===== src/rtl/rr_mux_reg.sv =====
// rr_mux_reg: N-channel, WIDTH-bit multiplexer with a single registered output
// stage and valid/ready handshakes on both sides.
//
// Ports:
//   clk        rising-edge clock
//   rst        synchronous reset, active-high
//   in_data    N packed channels, channel i at [i*WIDTH +: WIDTH]
//   in_valid   per-channel valid
//   in_ready   per-channel accept strobe (at most one bit high)
//   mode       0 = round-robin arbitration, 1 = fixed select by sel
//   sel        channel index used when mode = 1
//   out_data   registered data of the granted channel
//   out_sel    index of the channel that produced out_data
//   out_valid  out_data/out_sel hold a valid beat
//   out_ready  consumer accepts the beat
module rr_mux_reg #(
  parameter int unsigned WIDTH = 8,
  parameter int unsigned N     = 4,
  parameter int unsigned SW    = $clog2(N)
) (
  input  logic               clk,
  input  logic               rst,
  input  logic [N*WIDTH-1:0] in_data,
  input  logic [N-1:0]       in_valid,
  output logic [N-1:0]       in_ready,
  input  logic               mode,
  input  logic [SW-1:0]      sel,
  output logic [WIDTH-1:0]   out_data,
  output logic [SW-1:0]      out_sel,
  output logic               out_valid,
  input  logic               out_ready
);

  // One extra bit so ptr + offset (< 2N) can be reduced modulo N.
  localparam int unsigned CW = SW + 1;

  logic [WIDTH-1:0] data_q;
  logic [SW-1:0]    sel_q;
  logic             valid_q;
  logic [SW-1:0]    ptr_q;

  logic             load;
  logic             grant_found;
  logic [SW-1:0]    grant_idx;
  logic [WIDTH-1:0] grant_data;
  logic [SW-1:0]    ptr_next;
  logic [CW-1:0]    cand;

  // Register may take a new beat when empty or being drained this cycle.
  assign load = ~rst & (~valid_q | out_ready);

  always_comb begin
    grant_found = 1'b0;
    grant_idx   = '0;
    grant_data  = '0;
    cand        = '0;
    if (mode) begin
      // Comparing against every legal index also rejects sel >= N.
      for (int unsigned i = 0; i < N; i++) begin
        if (sel == SW'(i) && in_valid[i]) begin
          grant_found = 1'b1;
          grant_idx   = SW'(i);
          grant_data  = in_data[i*WIDTH +: WIDTH];
        end
      end
    end else begin
      // Scan ptr, ptr+1, ..., wrapping modulo N; first valid channel wins.
      for (int unsigned k = 0; k < N; k++) begin
        cand = {1'b0, ptr_q} + CW'(k);
        if (cand >= CW'(N)) begin
          cand = cand - CW'(N);
        end
        if (!grant_found && in_valid[cand[SW-1:0]]) begin
          grant_found = 1'b1;
          grant_idx   = cand[SW-1:0];
        end
      end
      for (int unsigned i = 0; i < N; i++) begin
        if (grant_idx == SW'(i)) begin
          grant_data = in_data[i*WIDTH +: WIDTH];
        end
      end
    end
  end

  always_comb begin
    in_ready = '0;
    if (load && grant_found) begin
      in_ready[grant_idx] = 1'b1;
    end
  end

  // Explicit wrap so non-power-of-two N never reaches an unused index.
  assign ptr_next = (grant_idx == SW'(N - 1)) ? '0 : grant_idx + SW'(1);

  always_ff @(posedge clk) begin
    if (rst) begin
      data_q  <= '0;
      sel_q   <= '0;
      valid_q <= 1'b0;
      ptr_q   <= '0;
    end else if (load) begin
      if (grant_found) begin
        data_q  <= grant_data;
        sel_q   <= grant_idx;
        valid_q <= 1'b1;
        if (!mode) begin
          ptr_q <= ptr_next;
        end
      end else begin
        valid_q <= 1'b0;
      end
    end
  end

  assign out_data  = data_q;
  assign out_sel   = sel_q;
  assign out_valid = valid_q;

endmodule

===== config.mk =====
export PLATFORM = sky130hd
export DESIGN_NAME = rr_mux_reg
export DESIGN_NICKNAME = d
export VERILOG_FILES = /design/src/rtl/rr_mux_reg.sv
export SDC_FILE = /design/constraint.sdc
export NUM_CORES = 1
export LEC_CHECK = 0
export CORE_MARGIN = 2
export CORE_UTILIZATION = 42
export CTS_BUF_LIST = sky130_fd_sc_hd__clkbuf_16
export CTS_CLUSTER_DIAMETER = 80
export DETAILED_ROUTE_END_ITERATION = 7
export GPL_ROUTABILITY_DRIVEN = 0
export PLACE_DENSITY = 0.77
export SLEW_MARGIN = 20
export SYNTH_ARGS = -nofsm -noshare
export SYNTH_HDL_FRONTEND = slang
export SYNTH_SLANG_ARGS = --single-unit
export TNS_END_PERCENT = 1

===== constraint.sdc =====
create_clock -name clk -period 3.19 [get_ports clk]
set_clock_uncertainty 0.2 [all_clocks]
set_input_delay 0.638 -clock clk [delete_from_list [all_inputs] [get_ports clk]]
set_output_delay 0.638 -clock clk [all_outputs]
set_load 0.005 [all_outputs]

# ---- Word level (Yosys, flattened, before mapping)
# Cells that the tools add are included.
dict set report word_totals {
  elab_cells 101
  regBits 13
}
dict set report op_classes {
  n_addsub 8
  n_reduce_logical 16
  magnitude_cmp 10
  n_bitwise 5
  mux 51
  n_eq_ne 7
}
# op n
set op_table {}
lappend op_table {{two-way mux 8 bit} 9}
lappend op_table {{two-way mux 2 bit} 17}
lappend op_table {{two-way mux 1 bit} 19}
lappend op_table {{< comparator 2 x 3 -> 1 bit (second input constant)} 5}
lappend op_table {{equality test 2 bit (second input constant)} 5}
lappend op_table {{greater-or-equal comparator 3 bit (second input constant)} 3}
lappend op_table {{logical AND 1 bit} 9}
lappend op_table {{binary-select mux 1 bit (select 2 bit)} 4}
lappend op_table {{subtractor 2 x 1 -> 2 bit (second input constant)} 4}
lappend op_table {{adder 2 x 2 -> 3 bit (second input constant)} 2}
lappend op_table {{equality test 2 x 1 -> 1 bit (second input constant)} 2}
lappend op_table {{zero test 2 bit} 2}
lappend op_table {{two-way mux 4 bit} 1}
lappend op_table {{adder 2 x 1 -> 3 bit (second input constant)} 1}
lappend op_table {{greater-or-equal comparator 2 x 3 -> 1 bit (second input constant)} 1}
lappend op_table {{zero test 1 bit} 3}
lappend op_table {{inverter 1 bit} 3}
lappend op_table {{AND reduction 3 bit} 1}
lappend op_table {{adder 2 x 1 -> 2 bit (second input constant)} 1}
lappend op_table {{demux 1 bit (select 2 bit)} 1}
lappend op_table {{greater-or-equal comparator 2 x 1 -> 1 bit (second input constant)} 1}
lappend op_table {{AND reduction 2 bit} 1}
lappend op_table {{AND 1 bit} 1}
lappend op_table {{OR 1 bit} 1}

# ---- Longest topological paths before layout
# Gate-level depths: netlist of the first run.
dict set report logic_depth {
  depth_word 25
  depth_mapped 12
  mapped_depth_nobuf 9
}

# ---- Worst setup path after synthesis of the first run
# No wires, ideal clock.
dict set report synth_path {
  path_type {input to output}
  startpoint {in in_valid[0]}
  endpoint {out in_ready[3]}
  setup_slack_ps 306
  t_arrival_ps 2046
  cell_stages 9
  cell_sequence {buf_6 > nor2b_1 > nor3_4 > buf_6 > o21ai_1 > o21a_1 > inv_1 > ha_1 > and2_1}
}
dict set report synth_between {
  elab_chain_cells 22
  word_cells_on_any_way 40
  cone_classes {2 x order compare; 29 x mux; 9 x reduce/logical}
}
# item line
set synth_lines {}
lappend synth_lines {{start, declared} 24} ;# input logic [N-1:0] in_valid,
lappend synth_lines {{binary-select mux 1 bit (select 2 bit)} 73} ;# if (!grant_found && in_valid[cand[SW-1:0]]) begin
lappend synth_lines {{two-way mux 1 bit (not written as such)} 73}
lappend synth_lines {{two-way mux 1 bit} 73}
lappend synth_lines {{two-way mux 1 bit} 57} ;# if (mode) begin
lappend synth_lines {{zero test 1 bit} 73}
lappend synth_lines {{logical AND 1 bit} 73}
lappend synth_lines {{two-way mux 1 bit} 73}
lappend synth_lines {{two-way mux 1 bit} 57}
lappend synth_lines {{(+6 left out)} --}
lappend synth_lines {{two-way mux 2 bit *} 73}
lappend synth_lines {{two-way mux 2 bit * (2 in series)} 57}
lappend synth_lines {{named net grant_idx[0]} 44} ;# logic [SW-1:0] grant_idx;
lappend synth_lines {{< comparator 2 x 3 -> 1 bit (not written as such) / greater-or-equal comparator 2 x 1 -> 1 bit (equally long branches)} 89} ;# in_ready[grant_idx] = 1'b1;
lappend synth_lines {{logical AND 1 bit (not written as such)} 89}
lappend synth_lines {{two-way mux 1 bit (not written as such)} 89}
lappend synth_lines {{demux 1 bit (select 2 bit) *} 89}
lappend synth_lines {{two-way mux 4 bit *} 88} ;# if (load && grant_found) begin
lappend synth_lines {{end, declared} 25} ;# output logic [N-1:0] in_ready,
# Mark *: on every way through the listed nets, which the timed path passes. The rest lies on a longest branch. The select of a mux whose other input is x is not followed.

# ---- Final worst setup path of the first run
dict set report layout_path {
  startpoint {in in_valid[2]}
  endpoint {out in_ready[0]}
}
dict set report layout_between {
  elab_chain_cells 22
  word_cells_on_any_way 40
  cone_classes {2 x order compare; 29 x mux; 9 x reduce/logical}
}
# item line
set layout_lines {}
lappend layout_lines {{binary-select mux 1 bit (select 2 bit)} 73}
lappend layout_lines {{two-way mux 1 bit (not written as such)} 73}
lappend layout_lines {{two-way mux 1 bit} 73}
lappend layout_lines {{two-way mux 1 bit} 57}
lappend layout_lines {{zero test 1 bit} 73}
lappend layout_lines {{logical AND 1 bit} 73}
lappend layout_lines {{two-way mux 1 bit} 73}
lappend layout_lines {{two-way mux 1 bit} 57}
lappend layout_lines {{(+5 left out)} --}
lappend layout_lines {{logical AND 1 bit} 73}
lappend layout_lines {{two-way mux 2 bit} 73}
lappend layout_lines {{two-way mux 2 bit (2 in series)} 57}
lappend layout_lines {{< comparator 2 x 3 -> 1 bit (not written as such) / greater-or-equal comparator 2 x 1 -> 1 bit (equally long branches)} 89}
lappend layout_lines {{logical AND 1 bit (not written as such)} 89}
lappend layout_lines {{two-way mux 1 bit (not written as such)} 89}
lappend layout_lines {{demux 1 bit (select 2 bit)} 89}
lappend layout_lines {{two-way mux 4 bit *} 88}
# Mark *: on every way between the ends. The rest lies on a longest branch, timed or not. The select of a mux whose other input is x is not followed.

==> impl_metrics.py, run 1 <==
metrics = {
    "run_status": {
        "status": "finished, final reports clean",
    },
    "power": {
        "power_per_cell_area_mw_per_mm2": 324.6,
        "vdd.ir_drop.worst_mv": 0.1665,
        "power_uw": 763.5,
        "leakagePower_nw": 0.8940,
    },
    "worst_hold_path": {
        "hold_path.class": "reg -> reg",
    },
    "cells_and_area": {
        "finish.net_count": 306,
        "layout-drive-gt1-share_pct": 21.24,
        "finish.instance_area_mm2": 0.002352,
        "area_delta_synth_final_pct": 58.25,
        "fin_cells": 305,
        "nFillCells": 300,
        "final_util_pct": 69.94,
        "n_antenna_cell": 0,
    },
    "timing": {
        "fin_crit_sh_pct": 97.66,
        "maxSlewHeadroom_pct": 55.13,
        "slew_viol_final": 0,
        "worstMarginPinSlew_ps": 670.9,
        "fmax_ghz": 0.3210,
        "grt_setup_unrepaired": "false",
        "setup_violations": 0,
        "min_period_ps": 3115,
        "hold_viol": 0,
        "setup-tns-final_ps": 0,
    },
    "route": {
        "viasPerCell": 5.807,
        "wl_met1_mm": 2.223,
        "highest_layer": "met4",
        "drc": 0,
        "first_pass_iters": 4,
        "via_count": 1771,
        "avgRoutedWirePerCell_um": 15.70,
        "antenna_left": 0,
        "drt-initial-drc-count": 95,
        "wl_met2_mm": 2.155,
        "route.met3.wl_um": 308,
        "wirelength_mm": 4.790,
    },
    "floorplan": {
        "io_pins": 57,
        "die_area_mm2": 0.004031,
        "core_mm2": 0.003363,
        "initial_core_util_pct": 44.20,
        "fp-row-count": 21,
        "dieHeight_um": 63.49,
        "fp.dieW_um": 63.49,
    },
    "global_routing": {
        "grt_first_pass_wirelength_mm": 7.872,
        "grt_max_degree": 21,
        "grt_pass1_vias": 1629,
        "groute.usage.overall_pct": 24.52,
        "antenna_found_initial": 0,
        "overflow": 0,
    },
    "yosys": {
        "synth.most_common_cell": "nor2_1",
        "synthesis.nets": 234,
        "synth_area_mm2": 0.001486,
        "syn_area_per_cell_um2": 7.907,
        "ys_seq_area_share_pct": 17.51,
        "synth_cell_types": 36,
        "netlist.area_leader.share_pct": 17.51,
        "yosys-top-cells-count": "nor2_1 (18), o211ai_1 (16), clkbuf_1 (13), dfxtp_1 (13), a21oi_1 (11)",
        "synth_area_leader_cell": "dfxtp_1",
        "synthArstFlopShare_pct": 0,
        "yosys_warnings": 0,
        "synth_area_leaders": "dfxtp_1 (18%), o211ai_1 (8.1%), nor3b_2 (6.7%)",
        "synth_cells": 188,
        "synth_ff_type": "dfxtp_1",
        "ys_ff_latch": 13,
        "synth-edff-count": 0,
    },
    "place": {
        "io_buffers": 56,
        "dp.cells": 298,
        "placed_area_mm2": 0.002208,
        "dp_hpwl_mm": 3.624,
    },
    "worst_setup_path": {
        "critPathMaxFanout": 5,
        "start_kind": "primary input",
        "worstPathRequired_ps": 2350,
        "crit_path_end_kind": "output port",
        "crit_type": "in -> out",
        "worst_ep_arrival_time_ps": 2280,
    },
    "clocking": {
        "cts_made_buffers": 3,
        "htree_levels": 1,
        "clock_path_buffers": 2,
        "clock-sinks": 13,
        "clk_pin_slew_ps": 40,
        "cts_tree": "done",
        "clk_latency_ps": 240,
        "cts_root_buf": "clkbuf_16",
    },
    "run": {
        "maxCapViolCount": 0,
    },
}
==> critical path, stage by stage <==
cell and delay, ps:
dlygate4sd2_1 270, buf_4 160, mux4_2 490, nor2_4 120
nor4_2 60, buf_4 150, and2_1 140, dlygate4sd2_1 260
==> final cells by class <==
type	instances	area [um^2]	share of cell area (%)
clock buffers	3	75.07	3.191
multi-input cells	152	1160	49.31
inverters	4	15.01	0.6383
well taps	46	57.56	2.447
clock inverters	1	3.754	0.1596
repair buffers	86	780.7	33.19
flip-flops and latches	13	260.3	11.06
==> metrics by stage <==
stage	worst slack (ps)	hold slack (ps)
floorplan	305.9	287.0
global placement	-405.5	290.1
detailed placement	-411.3	292.6
finish	74.79	300.8
CTS	16.63	298.4
global route	2.600	329.1
==> placed cells by master (no fill, tap or decap), types with 2 or more instances in the layout <==
master	count
nor3b_2	8
o21a_1	9
ha_1	3
nand3b_1	8
a21oi_1	10
inv_1	4
nor3_4	2
nor3b_1	8
buf_4	28
nor2b_1	4
o211ai_1	16
dlygate4sd2_1	8
buf_6	2
nand2_1	10
nor4_2	2
dfxtp_1	13
a32oi_1	8
o311ai_1	8
clkbuf_16	3
mux2i_1	3
and2_1	4
clkdlybuf4s50_1	46
a211oi_1	3
a311oi_1	8
nand2b_1	2
o21ai_1	2
nor3_1	3
nor2_1	17
==> state kept, by name, indices dropped and copies added, names as in the netlist <==
signal,cells
ptr_q,2
out_sel,2
out_data,8
out_valid,1
==> power by group <==
| part | total [mW] | switching (mW) | internal, mW |
|---|---|---|---|
| clock network | 0.232 | 0.0668 | 0.165 |
| logic | 0.339 | 0.157 | 0.181 |
| registers | 0.193 | 0.0111 | 0.182 |
==> path summary, 6_finish.rpt <==
path         cells after the start           to  slack, ps         from
max reg2reg                      9     ptr_q[0]        970     ptr_q[0]
min                              2  out_data[1]        300  out_data[1]
min reg2reg                      2  out_data[1]        300  out_data[1]
max                              8  in_ready[0]         70  in_valid[2]
==> layer usage <==
layer  up-vias  track usage (%)
met5         -                0
met4         0            10.60
met3         9            2.679
met2        80            35.66
met1       804            36.13
li1        878                -
==> cell families after synthesis <==
kind of cell	synth area share, %
compound gates	35.10
fa+ha+maj	3.367
buf+inv	7.996
flops	17.51
mux	3.535
simple gates	32.49
==> timing repair <==
action	4_1_cts	5_1_grt
setup endpoints to repair	4	4
pin swaps	4	4
gates resized for setup	20	3
hold buffers	0	0
buffers inserted	2	1
(Power assumes the default switching activity.)
==> run 2, diff against run 1 <==
- SETUP_SLACK_MARGIN: default -> 0.15
==> impl_metrics.py, run 2 (synthesized netlist as in run 1, its figures left out) <==
metrics = {
    "worst_setup_path": {
        "worstPathRequired_ps": 2350,
        "critPathLaunch": "in_valid[1]",
        "start_kind": "primary input",
        "timing.rr.start": "ptr_q[0]",
        "worst_ep_arrival_time_ps": 2130,
        "crit_path_end_kind": "output port",
        "critPathMaxFanout": 3,
        "crit_type": "in -> out",
    },
    "cells_and_area": {
        "area_delta_synth_final_pct": 59.26,
        "finish.instance_area_mm2": 0.002367,
        "final_cell_mix": "clkdlybuf4s50_1 (46), buf_4 (30), nor2_1 (17)",
        "layout-drive-gt1-share_pct": 23.66,
        "finish.net_count": 309,
        "final_util_pct": 70.39,
        "n_antenna_cell": 0,
        "largest_register_ffs": 8,
        "fin_cells": 308,
        "layout_commonest_cell": "clkdlybuf4s50_1",
    },
    "route": {
        "avgRoutedWirePerCell_um": 15.56,
        "drt-initial-drc-count": 101,
        "first_pass_iters": 5,
        "antenna_left": 0,
        "via_count": 1771,
        "viasPerCell": 5.750,
        "wirelength_mm": 4.794,
        "drc": 0,
    },
    "floorplan": {
        "fp.dieW_um": 63.49,
        "dieHeight_um": 63.49,
        "core_mm2": 0.003363,
        "fp-row-count": 21,
        "initial_core_util_pct": 44.20,
        "die_area_mm2": 0.004031,
        "io_pins": 57,
    },
    "power": {
        "switching_share_pct": 30.70,
        "clock_power_share_pct": 30.3,
        "leakagePower_nw": 0.8888,
        "switchingPower_uw": 235.0,
        "internal-power_uw": 530.6,
        "power_per_cell_area_mw_per_mm2": 323.4,
        "power_frac_comb_pct": 44.5,
        "seq_power_share_pct": 25.2,
        "vdd.ir_drop.worst_mv": 0.1664,
    },
    "global_routing": {
        "grt_max_degree": 21,
        "groute.usage.overall_pct": 24.75,
        "grt_pass1_vias": 1667,
        "antenna_found_initial": 0,
        "overflow": 0,
        "grt_first_pass_wirelength_mm": 7.941,
    },
    "timing": {
        "fmax_ghz": 0.3367,
        "maxSlewHeadroom_pct": 55.09,
        "setup_violations": 0,
        "hold_viol": 0,
        "slew_viol_final": 0,
        "setup-tns-final_ps": 0,
        "min_period_ps": 2970,
        "grt_setup_unrepaired": "true",
        "holdWs_ps": 300.6,
        "fin_crit_sh_pct": 93.10,
        "worstMarginPinSlew_ps": 671.5,
    },
    "run": {
        "maxCapViolCount": 0,
    },
    "run_status": {
        "status": "finished, final reports clean",
    },
    "clocking": {
        "clk_pin_slew_ps": 40,
        "clock_path_buffers": 2,
        "cts_tree": "done",
        "clock-sinks": 13,
        "clk_latency_ps": 240,
        "cts_made_buffers": 3,
        "htree_levels": 1,
        "cts_root_buf": "clkbuf_16",
    },
    "worst_hold_path": {
        "hold_path.class": "reg -> reg",
        "hold_start": "out_data[1]",
    },
    "place": {
        "dp_hpwl_mm": 3.624,
        "placed_area_mm2": 0.002208,
        "dp.cells": 298,
        "io_buffers": 56,
    },
}
[run 2: changes by cell type in the layout (fill, tap and decap cells not counted)]
cell	previous run	this run
dlymetal6s2s_1	1	0
buf_4	28	30
clkdlybuf4s15_1	0	1
buf_6	2	3
dlygate4sd2_1	8	4
clkbuf_2	1	4
clkdlybuf4s15_2	0	1
[run 2: worst max-delay path, stage by stage]
cell and delay (ps):
dlygate4sd2_1 250, or2_1 240, and4b_1 200, o21ai_1 140, o21a_1 170, buf_4 130, ha_1 140, and2_1 110
clkbuf_2 110
[run 2: timing repair]
item,4_1_cts,5_1_grt
gates resized for setup,29,4
hold buffers,0,0
pin swaps,5,3
setup buffers,6,0
setup endpoints to repair,7,4
[run 2: power by group through the flow]
stage | combinational (mW) | clock, mW | sequential [mW]
2_1_floorplan | 0.166 | 0 | 0.195
3_3_place_gp | 0.317 | 0 | 0.194
3_5_place_dp | 0.321 | 0 | 0.196
4_1_cts | 0.337 | 0.232 | 0.193
5_1_grt | 0.369 | 0.239 | 0.195
6_report | 0.341 | 0.232 | 0.193
[run 2: area by class of cell]
cell class,instances,area [um^2]
Timing Repair Buffer,89,795.8
Clock inverter,1,3.754
Inverter,4,15.01
Tap cell,46,57.56
Multi-Input combinational cell,152,1160
Fill cell,293,996.0
Sequential cell,13,260.3
Clock buffer,3,75.07
[run 2: worst paths after layout]
check           endpoint  slack [ps]  cells after the start
min          out_data[1]         300                      2
min reg2reg  out_data[1]         300                      2
max reg2reg     ptr_q[0]         970                      9
max          in_ready[0]         220                      9
[run 2: layer usage]
metal  GRT usage (%)  share of wire (%)  vias up
met2           36.71                 46       82
met1           35.69                 44      798
li1                -                  -      882
met4           10.87                2.1        0
met5               0                  0        -
met3           2.857                7.4        9
[run 2: metrics by stage]
| step | setup slack, ps | power (mW) |
|---|---|---|
| after global routing | 130.7 | 0.8032 |
| after floorplan | 305.9 | 0.3604 |
| final | 220.1 | 0.7657 |
| after detailed placement | -411.3 | 0.5170 |
| after global placement | -405.5 | 0.5114 |
| after CTS | 143.1 | 0.7624 |
